===== src/rtl/mix_columns_iter_pkg.sv =====
// Shared types, constants and GF(2^8) helpers for the iterative AES MixColumns stage.
package mix_columns_iter_pkg;

    typedef logic [7:0]    byte_t;
    typedef byte_t [3:0]   column_t;
    typedef logic [127:0]  state_t;

    typedef enum logic [1:0] {
        IDLE = 2'd0,
        BUSY = 2'd1,
        DONE = 2'd2
    } fsm_t;

    localparam byte_t AES_POLY = 8'h1B;

    // Element [3-k] is the coefficient applied to byte a_(i+k).
    localparam column_t FWD_COEFF = {8'h02, 8'h03, 8'h01, 8'h01};
    localparam column_t INV_COEFF = {8'h0E, 8'h0B, 8'h0D, 8'h09};

    function automatic byte_t xtime(input byte_t b);
        return {b[6:0], 1'b0} ^ (b[7] ? AES_POLY : 8'h00);
    endfunction

    function automatic byte_t mul_byte(input byte_t a, input byte_t b);
        byte_t p;
        byte_t x;
        p = 8'h00;
        x = a;
        for (int i = 0; i < 8; i++) begin
            p = b[i] ? (p ^ x) : p;
            x = xtime(x);
        end
        return p;
    endfunction

endpackage


===== src/rtl/mix_columns_iter_mix_column.sv =====
// Combinational MixColumns / InvMixColumns of one 32-bit column (element [3] is row 0).
module mix_column
    import mix_columns_iter_pkg::*;
#(
    parameter bit inverse = 1'b0
) (
    input  column_t col_i,
    output column_t col_o
);

    localparam column_t COEFF = inverse ? INV_COEFF : FWD_COEFF;

    function automatic byte_t mix_row(input column_t a, input int r);
        byte_t acc;
        acc = 8'h00;
        for (int k = 0; k < 4; k++) begin
            acc = acc ^ mul_byte(a[2'd3 - 2'(r + k)], COEFF[2'd3 - 2'(k)]);
        end
        return acc;
    endfunction

    // Every output row is a fixed linear combination of the four input rows.
    always_comb begin
        col_o = '0;
        for (int r = 0; r < 4; r++) begin
            col_o[2'd3 - 2'(r)] = mix_row(col_i, r);
        end
    end

endmodule


===== src/rtl/mix_columns_iter.sv =====
// Iterative AES MixColumns: one column per clock, one state in flight, valid/ready on both sides.
module mix_columns_iter
    import mix_columns_iter_pkg::*;
#(
    parameter bit inverse = 1'b0
) (
    input  logic         clk,
    input  logic         rst,
    input  logic         in_valid,
    output logic         in_ready,
    input  logic [127:0] in_data,
    output logic         out_valid,
    input  logic         out_ready,
    output logic [127:0] out_data
);

    fsm_t        state_q;
    logic [1:0]  col_q;
    state_t      work_q;
    state_t      work_d;
    logic        in_ready_q;
    logic        out_valid_q;
    column_t     cur_col_s;
    column_t     mixed_col_s;

    // Column c occupies bits [127-32c -: 32].
    always_comb begin
        cur_col_s = work_q[7'd127 - {col_q, 5'd0} -: 32];
    end

    mix_column #(.inverse(inverse)) u_mix_column (
        .col_i (cur_col_s),
        .col_o (mixed_col_s)
    );

    // Overwrite only the current column; untouched columns keep their input values.
    always_comb begin
        work_d = work_q;
        if (state_q == BUSY) begin
            work_d[7'd127 - {col_q, 5'd0} -: 32] = mixed_col_s;
        end else begin
            work_d = work_q;
        end
    end

    // Control FSM with registered handshake flags.
    always_ff @(posedge clk) begin
        if (rst) begin
            state_q     <= IDLE;
            col_q       <= 2'd0;
            work_q      <= '0;
            in_ready_q  <= 1'b1;
            out_valid_q <= 1'b0;
        end else begin
            case (state_q)
                IDLE: begin
                    if (in_valid) begin
                        work_q     <= in_data;
                        col_q      <= 2'd0;
                        state_q    <= BUSY;
                        in_ready_q <= 1'b0;
                    end
                end
                BUSY: begin
                    work_q <= work_d;
                    if (col_q == 2'd3) begin
                        col_q       <= 2'd0;
                        state_q     <= DONE;
                        out_valid_q <= 1'b1;
                    end else begin
                        col_q <= col_q + 2'd1;
                    end
                end
                DONE: begin
                    if (out_ready) begin
                        state_q     <= IDLE;
                        out_valid_q <= 1'b0;
                        in_ready_q  <= 1'b1;
                    end
                end
                default: begin
                    state_q     <= IDLE;
                    col_q       <= 2'd0;
                    in_ready_q  <= 1'b1;
                    out_valid_q <= 1'b0;
                end
            endcase
        end
    end

    assign in_ready  = in_ready_q;
    assign out_valid = out_valid_q;
    assign out_data  = work_q;

endmodule

===== config.mk =====
export PLATFORM = sky130hd
export DESIGN_NAME = mix_columns_iter
export DESIGN_NICKNAME = d
export VERILOG_FILES = /design/src/rtl/mix_columns_iter_pkg.sv /design/src/rtl/mix_columns_iter_mix_column.sv /design/src/rtl/mix_columns_iter.sv
export SDC_FILE = /design/constraint.sdc
export NUM_CORES = 1
export LEC_CHECK = 0
export BUFFER_PORTS_ARGS = -buffer_cell sky130_fd_sc_hd__buf_4
export CORE_ASPECT_RATIO = 0.8
export CORE_MARGIN = 2
export CORE_UTILIZATION = 42
export CTS_BUF_LIST = sky130_fd_sc_hd__clkbuf_8
export CTS_CLUSTER_DIAMETER = 40
export DETAILED_ROUTE_END_ITERATION = 16
export PLACE_DENSITY = 0.73
export SYNTH_ARGS = -nofsm -noshare
export SYNTH_HDL_FRONTEND = slang
export SYNTH_SLANG_ARGS = --single-unit

===== constraint.sdc =====
create_clock -name clk -period 3.5 [get_ports clk]
set_input_delay 0.7 -clock clk [delete_from_list [all_inputs] [get_ports clk]]
set_output_delay 0.7 -clock clk [all_outputs]
set_load 0.02 [all_outputs]

Word level (Yosys, flattened, before mapping)
Cells that the tools add are included.

word-level totals
  register bits = 134
  bits in latches = 0
  memory bits (writable) = 0
  ROM bits = 0
  bits of input ports = 132
  output and inout port bits = 130
  word-level logic and storage cells = 67
  memories kept = 0

operators by class
  add/subtract/negate cells = 3
  multiply operators = 0
  divide/modulo/power cells = 0
  order comparisons = 0
  eq/ne operators = 6
  shifts and indexed selects = 3
  muxes and demuxes = 20
  bitwise logic cells = 23
  reduce and logical (&&, ||, !) cells = 7

operator list
  operator                                                 count
  one-hot mux 128 bit (2 select lines)                     1
  bitwise XOR 8 bit                                        20
  variable shift 32 x 9 -> 159 bit (first input constant)  1
  variable part select 159 x 8 -> 32 bit                   1
  variable part select 32 x 9 -> 159 bit                   1
  bitwise mux 128 bit                                      1
  two-way mux 128 bit                                      1
  two-way mux 5 bit                                        4
  one-hot mux 2 bit (3 select lines)                       2
  two-way mux 2 bit                                        5
  negator 7 -> 9 bit                                       1
  AND reduction 3 bit                                      3
  subtractor 7 bit (first input constant)                  1
  one-hot mux 1 bit (3 select lines)                       2
  equality test 2 bit (second input constant)              2
  two-way mux 1 bit                                        4
  inequality test 2 bit (second input constant)            2
  AND reduction 2 bit                                      2
  inverter 1 bit                                           3
  adder 2 x 1 -> 2 bit (second input constant)             1
  equality test 2 x 1 -> 1 bit (second input constant)     1
  logical NOT 2 bit                                        1
  inequality test 2 x 1 -> 1 bit (second input constant)   1
  nonzero test 2 bit                                       1

Depth between registers and ports, before layout
  depth in word-level cells = 11
  mapped depth = 11
  mapped depth without buffers = 6

Cells and area by module
A second synthesis with hierarchy kept.

unflattened totals
  cells, all modules = 915
  area total of the unflattened synthesis = 9,261.4 sq um

by module, submodules not included
  module            times used  cells an instance  area an instance (sq um)  seq. area each (sq um)
  mix_columns_iter  1           840                7,980.2                   2,682.6
  mix_column        1           75                 1,281.2                   0.0

Worst setup path before layout
Ideal clock, no wire load.

  kind = register -> register
  start point = register col_q[0]
  end point = register work_q[55], in the netlist out_data[55]
  setup time = 0.086 ns
  arrival time = 2.179 ns
  path slack = 1.236 ns
  cell stages (with the launch flop) = 12
  clock period less this slack = 2.264 ns
  path through = dfxtp_1 > buf_6 > buf_6 > buf_4 > inv_1 > ha_1 > mux2i_1 > or2_2 > clkbuf_1 > clkbuf_1 > a21oi_1 > a211oi_1

on the way
  cells in the longest elaborated chain, start to end = 11

ends and longest elaborated chain
  what                                                RTL line                                        text
  start: declaration                                  mix_columns_iter.sv:18                          logic [1:0] col_q;
  start signal: assignment                            mix_columns_iter.sv:71                          col_q <= col_q + 2'd1;
  subtractor 7 bit (*)                                mix_columns_iter.sv:28, mix_columns_iter.sv:40
  variable part select 159 x 8 -> 32 bit              mix_columns_iter.sv:28                          cur_col_s = work_q[7'd127 - {col_q, 5'd0} -: 32];
  two-way mux 5 bit (on tied branches)                n/a
  bitwise XOR 8 bit (on tied branches) (2 in series)  n/a
  bitwise XOR 8 bit (3 in series)                     mix_columns_iter_mix_column.sv:17               acc = acc ^ mul_byte(a[2'd3 - 2'(r + k)], COEFF[2'd3 - 2'(k)]);
  variable part select 32 x 9 -> 159 bit              mix_columns_iter.sv:40                          work_d[7'd127 - {col_q, 5'd0} -: 32] = mixed_col_s;
  bitwise mux 128 bit (*)                             mix_columns_iter.sv:40
  one-hot mux 128 bit (2 select lines) (*)            mix_columns_iter.sv:55                          case (state_q)
  end signal: assignment                              mix_columns_iter.sv:58                          work_q <= in_data;
  end signal: assignment                              mix_columns_iter.sv:65                          work_q <= work_d;
  end: declaration                                    mix_columns_iter.sv:19                          state_t work_q;

Every way passes the cells marked *; elsewhere a longest branch is shown, timed or not.
A chain may end at the register's enable or synchronous reset.

Worst setup path in the final report
  start point = register col_q[1]
  end point = register work_q[69], in the netlist out_data[69]

The elaborated chain is that of the path after synthesis.

==> reports/qor.csv <==
metric,value,unit
status,completed,
final_max_slew_viol_count,0,
cpMaxStageDelayCell,mux4_1,
initial_core_util,42.89,%
cellLeakagePower,0.004938,uW
ys_seq_area_share,28.93,%
antenna_found_initial,0,
syn-cell-area,9274,um^2
worst_slack,0.6366,ns
clock_path_buffers,2,
max_clock_freq,349.2,MHz
synthSimpleGateAreaFrac,1.376,%
cts_buffers,17,
cp-end-kind,flop,
grt_use_total,29.98,%
finalCriticalPeriod,2.863,ns
async_reset_ff_share,0,%
crit_path_start_kind,flop,
hold_class,in -> reg,
synth_cell_types,32,
dp_cells,1362,
cts_max_level,4,
met2_length,15720,um
rsz0062_at_grt,false,
clock_latency,0.46,ns
grt_pass1_wl,52360,um
vias_per_cell,6.518,
routed_wl,35250,um
synth_nets,1044,
cts_sinks,134,
layoutNonFillerInstCount,1394,
worst_pin_slew,0.9268,ns
synthAdderAreaFrac,0.5397,%
path_clk_slew,0.08,ns
cts_resized,0,
rows,48,
drcViolationCount,0,
synth_top_family_by_area,compound AO/OA/AOI/OAI gates,
drive_gt1_share,36.37,%
grt_overflow_total,0,
die_w,170.1,um
worstPathArrival,3.18,ns
powerDensity,703.4,nW/um^2
yosys.cell_count.top_type,a211oi_1,
routed.top_layer,met4,
clock-root-buffer,clkbuf_8,
gp_congestion,0.8963,
relSlewSlack,37.88,%
swShare,42.85,%
nets,1242,
grt_pass1_vias,8510,
whs,0.4983,ns
port_buffers,261,
muxShareOfSynthArea,8.365,%
wl_met1,14600,um
avgSynthCellArea,10.21,um^2
dpl_worst_slack,0.6680,ns
cp.required,3.82,ns
synth_edf_count,0,
antenna_left,0,
synthCells,908,
met3WireLength,4230,um
p_switching,3575,uW
fin_util,54.86,%
cp_slowest_stage_delay,0.76,ns
syn_to_final_growth,27.90,%
critPathKind,reg -> reg,
ir_drop,379.3,uV
synth_xor_area_share,15.47,%
cts_post_setup_buffers_inserted,0,
synth_common_cells,"a211oi_1 (231), dfxtp_1 (134), a21oi_1 (132), o21bai_1 (129), clkbuf_1 (99)",
seqPwrFrac,25.6,%
wire_per_inst,25.28,um
finalHoldViolCount,0,
core_area,21620,um^2
worst-path-max-fanout,15,
cts_tree,done,
combinationalPowerShare,56.9,%
synth_top_cell_by_area,dfxtp_1,
cts.hold.buffers_added,0,
dieArea,23290,um^2
fin_crit_sh,81.81,%
dpl.hpwl,25400,um
setup_viol,0,
io_pins,262,
grt_max_degree,126,
drtPass1Iterations,5,
initialDrtViolationCount,1086,
p_int,4769,uW
diodes,0,
fp.dieH,136.9,um
synth_ff_type,dfxtp_1,
synth_area_leaders,"dfxtp_1 (29%), a211oi_1 (19%), o21bai_1 (10%)",
skew,0.01550,ns
worstPathCellList,buf_4 > mux4_1 > xnor3_1 > xor2_1 > a211oi_1,
clkPwrFrac,17.5,%
ys_warn_count,0,
synth_compound_area_share,39.99,%
ys_ff_latch,134,
setup-tns-final,0,ns
vias,9086,
cap_violations,0,
netlist.area_leader.share,28.93,%
metal layers:
layer	global-route usage, %	vias up
li1	-	4014
met1	41.40	4400
met2	46.43	618
met3	8.473	54
met4	7.645	0
met5	0	-
worst max-delay path: cells and delay by family (launching register included):
family | cells | cell delay [ns]
XOR/XNOR | 2 | 0.86
multiplexers | 1 | 0.76
buffers and inverters | 1 | 0.33
AO/OA/AOI/OAI | 1 | 0.16
flip-flops | 1 | 0.59
power groups by stage:
| stage | clock network [uW] | logic [uW] | registers [uW] |
|---|---|---|---|
| finish | 1460 | 4750 | 2140 |
| global route | 1530 | 4970 | 2160 |
| CTS | 1460 | 4700 | 2120 |
| detailed placement | 0 | 4670 | 2160 |
| global placement | 0 | 4630 | 2160 |
| floorplan | 0 | 2820 | 2370 |
layout by cell type (no fill, tap or decap), types with 4 or more instances in the layout:
cell / count
mux2i_1: 4
xnor3_1: 25
dfxtp_1: 132
buf_12: 5
xor3_1: 14
a21oi_1: 132
a211oi_2: 26
xnor2_4: 4
ha_1: 4
o21bai_1: 129
inv_1: 5
mux4_1: 4
nor2_4: 4
xnor2_2: 8
clkbuf_8: 23
buf_4: 284
xnor3_2: 5
or2_2: 4
a211oi_1: 231
nor2_1: 4
xor2_1: 8
mux4_2: 28
xnor2_1: 7
nand2_1: 5
cells by family (layout without fill, tap and decap cells):
| family | after synthesis | count (layout) |
|---|---|---|
| AO/OA/AOI/OAI | 521 | 521 |
| flip-flops | 134 | 134 |
| buffers and inverters | 113 | 324 |
| XOR/XNOR | 74 | 74 |
| multiplexers | 36 | 36 |
| AND/OR/NAND/NOR | 26 | 26 |
| adder cells (fa/ha/maj) | 4 | 4 |
state kept, by name (all words and copies together) (netlist names):
| name | cells |
|---|---|
| out_data | 128 |
| col_q | 2 |
| state_q | 2 |
| in_ready | 1 |
| out_valid | 1 |
final timing paths:
path | start | endpoint | slack [ns] | cells after the start
worst max-delay path | col_q[1] | out_data[69] | 0.64 | 5
worst min-delay path | out_ready | in_ready | 0.50 | 3
worst max register to register | col_q[1] | out_data[69] | 0.64 | 5
worst min register to register | out_valid | out_valid | 0.54 | 2
area by class of cell:
type                    instances  area (um^2)
clock inverters                 9        122.6
repair buffers                289         2232
clock buffers                  23        316.6
multi-input cells             661         6150
flip-flops and latches        134         2685
inverters                       3        11.26
well taps                     275        344.1
fillers                      1919         9759
per-stage QoR:
step / instance area, um^2 / power (uW)
after floorplan: 9274 / 5198
after global placement: 11420 / 6787
after detailed placement: 11420 / 6822
after CTS: 11860 / 8286
after global routing: 11860 / 8662
final: 11860 / 8343
No activity file was read; power rests on OpenSTA's default activity.
